===== src/rtl/relm_ps2_rx.sv =====
// PS/2 keyboard receiver: filters raw PS/2 lines, deframes 11-bit frames, buffers bytes in a register FIFO.
// Latency: raw clk fall to detect ~WF+3 cycles; push 1 cycle after stop detect; byte visible 1 cycle after push.
// Backpressure: the pop port signals retry while empty; bytes arriving while full are dropped and flagged as overflow.
module relm_ps2_rx #(
  parameter int WD  = 32,
  parameter int WAD = 4,
  parameter int WF  = 8,
  parameter int WT  = 16
) (
  input  logic        clk,
  input  logic        rst,
  input  logic        ps2_clk_in,
  input  logic        ps2_dat_in,
  input  logic [WD:0] pop_d,
  output logic [WD:0] pop_q
);

  localparam logic [1:0] S_IDLE   = 2'd0;
  localparam logic [1:0] S_DATA   = 2'd1;
  localparam logic [1:0] S_PARITY = 2'd2;
  localparam logic [1:0] S_STOP   = 2'd3;
  localparam int         DEPTH    = 1 << WAD;
  localparam int         CW       = WAD + 1;
  localparam logic [WT-1:0] TO_MAX = {WT{1'b1}};

  // input conditioning
  logic          clk_meta_q, clk_sync_q, dat_meta_q, dat_sync_q;
  logic [WF-1:0] clk_flt_q, dat_flt_q;
  logic          clk_lvl_q, clk_lvl_d, dat_lvl_q, dat_lvl_d, clk_prev_q;
  logic          clk_fall, clk_edge;

  // deframer
  logic [1:0]    state_q, state_d;
  logic [2:0]    bit_cnt_q, bit_cnt_d;
  logic [7:0]    shift_q, shift_d;
  logic          par_q, par_d;
  logic          push_q, push_d;
  logic [WT-1:0] to_cnt_q, to_cnt_d;
  logic          timeout, ferr_set;

  // fifo and flags
  logic [7:0]     mem_q [DEPTH];
  logic [WAD-1:0] wr_ptr_q, wr_ptr_d, rd_ptr_q, rd_ptr_d;
  logic [CW-1:0]  cnt_q, cnt_d;
  logic           ferr_q, ferr_d, ovf_q, ovf_d;
  logic           empty, full, do_push, do_pop, ovf_set, flag_clr;
  logic           unused_pop_bits;

  assign unused_pop_bits = ^pop_d[WD-1:1];

  // Filtered levels only move when every sample in the window agrees.
  always_comb begin
    clk_lvl_d = clk_lvl_q;
    dat_lvl_d = dat_lvl_q;
    if (&clk_flt_q)       clk_lvl_d = 1'b1;
    else if (~|clk_flt_q) clk_lvl_d = 1'b0;
    if (&dat_flt_q)       dat_lvl_d = 1'b1;
    else if (~|dat_flt_q) dat_lvl_d = 1'b0;
  end

  // Synchronize raw lines, shift into filter windows, register filtered levels.
  always_ff @(posedge clk or posedge rst) begin
    if (rst) begin
      clk_meta_q <= 1'b1;
      clk_sync_q <= 1'b1;
      dat_meta_q <= 1'b1;
      dat_sync_q <= 1'b1;
      clk_flt_q  <= {WF{1'b1}};
      dat_flt_q  <= {WF{1'b1}};
      clk_lvl_q  <= 1'b1;
      dat_lvl_q  <= 1'b1;
      clk_prev_q <= 1'b1;
    end else begin
      clk_meta_q <= ps2_clk_in;
      clk_sync_q <= clk_meta_q;
      dat_meta_q <= ps2_dat_in;
      dat_sync_q <= dat_meta_q;
      clk_flt_q  <= {clk_flt_q[WF-2:0], clk_sync_q};
      dat_flt_q  <= {dat_flt_q[WF-2:0], dat_sync_q};
      clk_lvl_q  <= clk_lvl_d;
      dat_lvl_q  <= dat_lvl_d;
      clk_prev_q <= clk_lvl_q;
    end
  end

  assign clk_fall = clk_prev_q & ~clk_lvl_q;
  assign clk_edge = clk_prev_q ^ clk_lvl_q;
  assign timeout  = (state_q != S_IDLE) && (to_cnt_q == TO_MAX);

  // Deframing FSM; a stalled frame is abandoned by the timeout before any edge is honoured.
  always_comb begin
    state_d   = state_q;
    bit_cnt_d = bit_cnt_q;
    shift_d   = shift_q;
    par_d     = par_q;
    push_d    = 1'b0;
    ferr_set  = 1'b0;
    if (timeout) begin
      state_d  = S_IDLE;
      ferr_set = 1'b1;
    end else if (clk_fall) begin
      case (state_q)
        S_IDLE: begin
          if (!dat_lvl_q) begin
            state_d   = S_DATA;
            bit_cnt_d = 3'd0;
            par_d     = 1'b1;
          end
        end
        S_DATA: begin
          shift_d   = {dat_lvl_q, shift_q[7:1]};
          par_d     = par_q ^ dat_lvl_q;
          bit_cnt_d = bit_cnt_q + 3'd1;
          if (bit_cnt_q == 3'd7) state_d = S_PARITY;
        end
        S_PARITY: begin
          // accumulator started at 1, so odd parity leaves it at 0
          par_d   = par_q ^ dat_lvl_q;
          state_d = S_STOP;
        end
        default: begin
          if (dat_lvl_q && !par_q) push_d = 1'b1;
          else                     ferr_set = 1'b1;
          state_d = S_IDLE;
        end
      endcase
    end
  end

  // Inactivity counter restarts on every filtered clk transition and while idle.
  always_comb begin
    if (state_q == S_IDLE || clk_edge || timeout) to_cnt_d = '0;
    else                                          to_cnt_d = to_cnt_q + WT'(1);
  end

  // Deframer state registers.
  always_ff @(posedge clk or posedge rst) begin
    if (rst) begin
      state_q   <= S_IDLE;
      bit_cnt_q <= 3'd0;
      shift_q   <= 8'h00;
      par_q     <= 1'b0;
      push_q    <= 1'b0;
      to_cnt_q  <= '0;
    end else begin
      state_q   <= state_d;
      bit_cnt_q <= bit_cnt_d;
      shift_q   <= shift_d;
      par_q     <= par_d;
      push_q    <= push_d;
      to_cnt_q  <= to_cnt_d;
    end
  end

  assign empty    = (cnt_q == '0);
  assign full     = (cnt_q == CW'(DEPTH));
  assign do_pop   = pop_d[WD] & ~empty;
  assign do_push  = push_q & (~full | do_pop);
  assign ovf_set  = push_q & full & ~do_pop;
  assign flag_clr = pop_d[WD] & pop_d[0];

  // FIFO pointer/count and sticky flag next-state; a set in the clear cycle wins.
  always_comb begin
    wr_ptr_d = do_push ? wr_ptr_q + WAD'(1) : wr_ptr_q;
    rd_ptr_d = do_pop  ? rd_ptr_q + WAD'(1) : rd_ptr_q;
    cnt_d    = cnt_q + CW'(do_push) - CW'(do_pop);
    ferr_d   = (ferr_q & ~flag_clr) | ferr_set;
    ovf_d    = (ovf_q  & ~flag_clr) | ovf_set;
  end

  // FIFO control and flag registers.
  always_ff @(posedge clk or posedge rst) begin
    if (rst) begin
      wr_ptr_q <= '0;
      rd_ptr_q <= '0;
      cnt_q    <= '0;
      ferr_q   <= 1'b0;
      ovf_q    <= 1'b0;
    end else begin
      wr_ptr_q <= wr_ptr_d;
      rd_ptr_q <= rd_ptr_d;
      cnt_q    <= cnt_d;
      ferr_q   <= ferr_d;
      ovf_q    <= ovf_d;
    end
  end

  // Byte storage; shift_q is stable in the push cycle because IDLE leaves it alone.
  always_ff @(posedge clk) begin
    if (do_push) mem_q[wr_ptr_q] <= shift_q;
  end

  // Show-ahead response: retry while empty, head byte forced to zero when empty.
  always_comb begin
    pop_q      = '0;
    pop_q[WD]  = empty;
    pop_q[9]   = ferr_q;
    pop_q[8]   = ovf_q;
    pop_q[7:0] = empty ? 8'h00 : mem_q[rd_ptr_q];
  end

endmodule


===== config.mk =====
export PLATFORM = sky130hd
export DESIGN_NAME = relm_ps2_rx
export DESIGN_NICKNAME = d
export VERILOG_FILES = /design/src/rtl/relm_ps2_rx.sv
export SDC_FILE = /design/constraint.sdc
export NUM_CORES = 1
export LEC_CHECK = 0
export BUFFER_PORTS_ARGS = -buffer_cell sky130_fd_sc_hd__buf_2
export CAP_MARGIN = 0
export CORE_MARGIN = 2
export CORE_UTILIZATION = 50
export DETAILED_ROUTE_END_ITERATION = 16
export GPL_TIMING_DRIVEN = 0
export PLACE_DENSITY = 0.75
export REMOVE_ABC_BUFFERS = 1
export SYNTH_ARGS = -nofsm -noshare
export SYNTH_HDL_FRONTEND = slang
export SYNTH_SLANG_ARGS = --single-unit

===== constraint.sdc =====
create_clock -name clk -period 3.1 [get_ports clk]
set_clock_uncertainty 0.1 [all_clocks]
set_input_delay 0.31 -clock clk [delete_from_list [all_inputs] [get_ports clk]]
set_output_delay 0.31 -clock clk [all_outputs]
set_load 0.01 [all_outputs]

-- After elaboration in Yosys (flattened, before gate mapping)
Memories as Yosys holds them, arrays and structs flattened.
Index checks and enable logic that the tools add are counted.
- flip-flop bits (word level): 69
- word-level logic and storage cells: 102
- memories kept: 1
- output and inout port bits: 33
- memory bits (writable): 128
- input port bits: 37
- memory list (name ; depth ; width ; read ports ; clocked after Yosys merged registers in ; wr ports ; RTL line ; source):
    mem_q ; 16 ; 8 ; 1 ; 0 ; 1 ; 42 ; logic [7:0] mem_q [DEPTH];
- mux-type cells: 25
- reductions and logical operators: 21
- equal/unequal tests: 10
- add/sub/neg operators: 6
- bitwise logic cells: 19
- operators by type and width (kind ; number):
    adder 16 x 1 -> 16 bit, second input constant ; 1
    == test 16 bit, second input constant ; 1
    2-to-1 mux 16 bit ; 1
    AND reduction 8 bit ; 2
    OR reduction 8 bit ; 2
    2-to-1 mux 1 bit ; 15
    adder 4 x 1 -> 4 bit, second input constant ; 2
    AND 1 bit ; 8
    2-to-1 mux 2 bit ; 4
    2-to-1 mux 8 bit ; 1
    AND reduction 4 bit ; 2
    nonzero test 2 bit ; 4
    inequality test 2 bit, second input constant ; 3
    inequality test 3 bit, second input constant ; 2
    inverter 1 bit ; 6
    case mux 2 bit (3 select lines) ; 1
    case mux 3 bit (2 select lines) ; 1
    AND reduction 3 bit ; 2
    adder 5 x 1 -> 5 bit ; 1
    == test 5 bit, second input constant ; 1
    logical NOT 5 bit ; 1
    subtractor 5 x 1 -> 5 bit ; 1
    adder 3 x 1 -> 3 bit, second input constant ; 1
    == test 3 bit, second input constant ; 1
    other kinds (12) ; 17

-- Depth between registers and ports, before layout
- depth in word-level cells: 7
- mapped depth: 13

-- Worst setup path before layout
No wires, ideal clock.
- kind: register to register
- from: register cnt_q[3]
- to: register cnt_q[4]
- stages on the path, launching flop included: 13
- library setup time: 123 ps
- data required time: 2877 ps
- period minus slack after synthesis: 2808 ps
- path slack: 292 ps
- arrival: 2585 ps
- cells stage by stage: dfrtp_1 -> inv_1 -> ha_1 -> nor4b_2 -> nor2_1 -> ha_1 -> inv_1 -> ha_1 -> fa_1 -> a21oi_1 -> nor2_1 -> nor2_1 -> xnor2_1
- longest elaborated chain between the ends: 7
- ends and longest elaborated chain (item ; RTL line ; source):
    start, declared ; 44 ; logic [CW-1:0] cnt_q, cnt_d;
    start signal, assigned ; 182 ; cnt_q <= cnt_d;
    logical NOT 5 bit * ; 155 ; assign empty = (cnt_q == '0);
    via empty ; 46 ; logic empty, full, do_push, do_pop, ovf_set, flag_clr;
    inverter 1 bit * ; 157 ; assign do_pop = pop_d[WD] & ~empty;
    AND 1 bit * ; 157 ;
    via do_pop ; 46 ;
    OR 1 bit ; 158 ; assign do_push = push_q & (~full | do_pop);
    AND 1 bit ; 158 ;
    adder 5 x 1 -> 5 bit ; 166 ; cnt_d = cnt_q + CW'(do_push) - CW'(do_pop);
    subtractor 5 x 1 -> 5 bit * ; 166 ;
    via cnt_d[4] ; 44 ;
Mark *: on every way through the listed nets, which the timed path passes. The rest lies on a longest branch.
A chain may end at the register's enable or synchronous reset.

-- Worst setup path in the final report
- from: register cnt_q[3]
- to: register cnt_q[4]
- longest elaborated chain between the ends: 7
- ends and longest elaborated chain (item ; RTL line):
    logical NOT 5 bit ; 155
    inverter 1 bit ; 157
    AND 1 bit ; 157
    OR 1 bit ; 158
    AND 1 bit ; 158
    adder 5 x 1 -> 5 bit ; 166
    subtractor 5 x 1 -> 5 bit * ; 166
    via cnt_d[4] ; 44
Marks and branches as above.

==> metrics.txt <==
register clock-pin slew on the reported worst setup and hold paths=about 0.070 ns; DIE HEIGHT=between 100 and 150 µm; count of routing violations after the opening detailed-route iteration=between 300 and 400; initial standard-cell utilization of the core=around 50%; overall power consumption=7.19 mW; leading cell type in the layout, fill and taps excluded=edfxtp_1; placer's final routability congestion estimate=approximately 0.75; worst r2r dst=cnt_q[4]; utilization after layout=57.4%; Synth Instances=512; critical path endpoint category=flop; commonest cells after routing, fill and taps aside=edfxtp_1 (128), dfrtp_1 (43), nor2_1 (35); endpoint arrival time on the critical path=around 3.2 ns; finished layout cell area=~0.0092 mm²; cell at the slowest stage of the critical path=nor4bb_1; global-route wire length before repair=23,500 µm; number of nets in the layout=slightly below 600; Period minus WS final=just under 3 ns; vias in the first global route=around 4,400; clock tree from TritonCTS=done; clock latency on the worst-skew pair=0.43 ns; reg2reg path depth=13; power density normalized to cell area=slightly below 800 mW/mm²; Worst Path Required=3.34 ns; antenna cell count=0; num ports=70; number of flops mapped to enable cells by yosys=~130; final hold vios=0; final antenna-violating net count=0; Achievable Freq=around 0.34 GHz; post-route worst setup slack=about 0.18 ns; minimum setup slack after placement=-0.492 ns; buffer depth of the longest clock path=2; async set or reset register ratio after synthesis=around a third; Total Neg Setup Slack=0 ns; kind of launch point of the worst setup path=flop; DRC violations left=0; design internal power=~5.1 mW; total of endpoints with negative setup slack in the final report=0; DIE WIDTH=around 130 µm; cell area after technology mapping=~0.0082 mm²; area of the die=around 0.017 mm²; clock share of power=between 30% and 40%; Detailed Place HPWL=9140 µm; result of the run=finished, final reports clean; slack of the worst reg-to-reg path=about 0.18 ns; post-route non-filler standard cell count=around 760; CTS Buf Count=17; cell leakage power=~3.4 nW; Core ar.=0.0160 mm²; Peak VDD IR=~0.00059 V; antenna violations before repair=0; CTS Sinks=197; cell-by-cell listing of the critical path=inv_1 > ha_1 > nor4bb_1 > a21boi_2 > inv_1 > ha_1 > inv_1 > ha_1 > fa_1 > a21oi_1 > nor2_1 > nor2_1 > xnor2_1; count of yosys warnings during synthesis=0; origin of the critical flop-to-flop path=cnt_q[3]; routed vias=slightly above 4,000; leftover overflow at the end of global routing=0; Sw Share=just under 30%; wire per inst=about 19 µm; root buf cell=clkbuf_16; sequential share of the synthesized area=just under 70%; number of pins with negative max-slew slack in the final report=0; Slew headroom=a little under half; peak per-stage delay on the critical path=0.51 ns; mean instance size in the synthesized netlist=~16 µm²; #FFs+latches synth=between 150 and 200; CTS H-tree lvls=4; dominant synthesized flop cell=edfxtp_1; hold path depth=3; area of placed instances=~0.0085 mm²; FP Rows=between 40 and 50; sequential power share=approximately 46%; Buffers on Ports=16; maximum number of pins on one net before global-route repair=38; Net Switching=approximately 2.1 mW; overall global routing resource usage=roughly 18%; termination of the worst setup path=cnt_q[4]; final WL=about 14,000 µm; count of cell types in the netlist=45; fraction of final layout cells with drive strength greater than 1=between 20% and 30%; final critical-path share of the clock period=94.3%; length of the first detailed-routing pass in iterations=4; combinational cell fraction of total power=a little over a fifth; relative area change from synthesis to final layout=11.6%; worst setup path startpoint=cnt_q[3]; final worst hold slack=0.109 ns; number of cells in the design after placement=724; Max Fanout on Critical Path=9; Worst Setup Path Type=reg2reg; Hold WC Path Type=in2reg; via density per instance=about 5.4; max cap viols=0; pin slew with the least headroom to its limit=~0.80 ns
[power groups by stage]
| stage | clock, mW | combinational [mW] | sequential, mW |
|---|---|---|---|
| after floorplan | 0 | 1.01 | 3.36 |
| after global placement | 0 | 1.29 | 3.51 |
| after detailed placement | 0 | 1.57 | 3.35 |
| after CTS | 2.37 | 1.59 | 3.31 |
| after global routing | 2.48 | 1.72 | 3.34 |
| final | 2.33 | 1.56 | 3.30 |
[Yosys cell counts (all sizes together), types with 7 or more instances]
cell type  instances  area share, %
buf               36            2.9
dfstp             23            7.3
xnor2             16            1.7
ha                21            3.2
nand3             11           0.67
mux2i              9            1.1
o21ai              7           0.43
clkbuf             8           0.36
nor2              36            1.6
nor2b             10           0.76
mux4              32            8.8
mux2              10            1.4
a211oi            16            1.5
nand4             10           0.94
xor2               7           0.75
inv               17           0.78
nand2             22            1.0
edfxtp           128             47
dfrtp             46             14
[registers in the layout, summed over array words and instances, names as in the netlist, 3 cells and up]
signal     count
clk_flt_q      8
wr_ptr_q       4
dat_flt_q      8
bit_cnt_q      3
rd_ptr_q       4
mem_q        128
shift_q        8
cnt_q          5
to_cnt_q      16
[worst min path at each step]
stage	endpoint	slack (ns)	start
3_5_place_dp	dat_sync_q	0.25	dat_meta_q
6_report	ferr_q	0.11	pop_d[0]
4_1_cts	ferr_q	0.08	pop_d[0]
3_3_place_gp	dat_sync_q	0.25	dat_meta_q
5_1_grt	ferr_q	0.11	pop_d[0]
2_1_floorplan	clk_meta_q	0.21	ps2_clk_in
[cell type report]
type / instances / area [µm²]
multi-input cells: 275 / 2420
repair buffers: 25 / 198
flip-flops and latches: 197 / 5600
well taps: 216 / 270
fillers: 1235 / 6820
inverters: 17 / 63.8
clock buffers: 17 / 425
clock inverters: 15 / 205
[metal layers]
| layer | share of wire, % | track usage [%] | vias up |
|---|---|---|---|
| met1 | 41 | 23.7 | 2110 |
| met3 | 5.7 | 4.23 | 6 |
| li1 | - | - | 1913 |
| met5 | 0 | 0 | - |
| met2 | 52 | 29.8 | 115 |
| met4 | 0.62 | 4.48 | 0 |
[kinds of logic (layout without fill, tap and decap cells)]
group                    count (synthesis)  in the layout  share of synthesized area [%]
flip-flops                             197            197                           68.1
multiplexers                            51             51                           11.2
AO/OA/AOI/OAI                           39             39                           3.30
XOR/XNOR                                23             23                           2.45
AND/OR/NAND/NOR                        118            118                           7.47
adder cells (fa/ha/maj)                 22             22                           3.44
buffers and inverters                   61             74                           4.03
other                                    1             22                         0.0456
[critical path: cells and delay by family (launching register included)]
kind / cells / cell delay, ns
DFF: 1 / 0.40
xor gates and xnor gates: 1 / 0.13
adders and majority gates: 4 / 0.94
AOI/OAI and AO/OA: 2 / 0.37
and+or+nand+nor: 3 / 0.67
buffers and inverters: 3 / 0.24
[what timing repair did]
| item | CTS | global route |
|---|---|---|
| resized for setup | 8 | 1 |
| setup endpoints to repair | 44 | 21 |
| endpoints found under the hold margin | 23 | 0 |
| hold buffers | 5 | 0 |
| setup buffers | 0 | 1 |
Power figures use the tool's default switching activity.
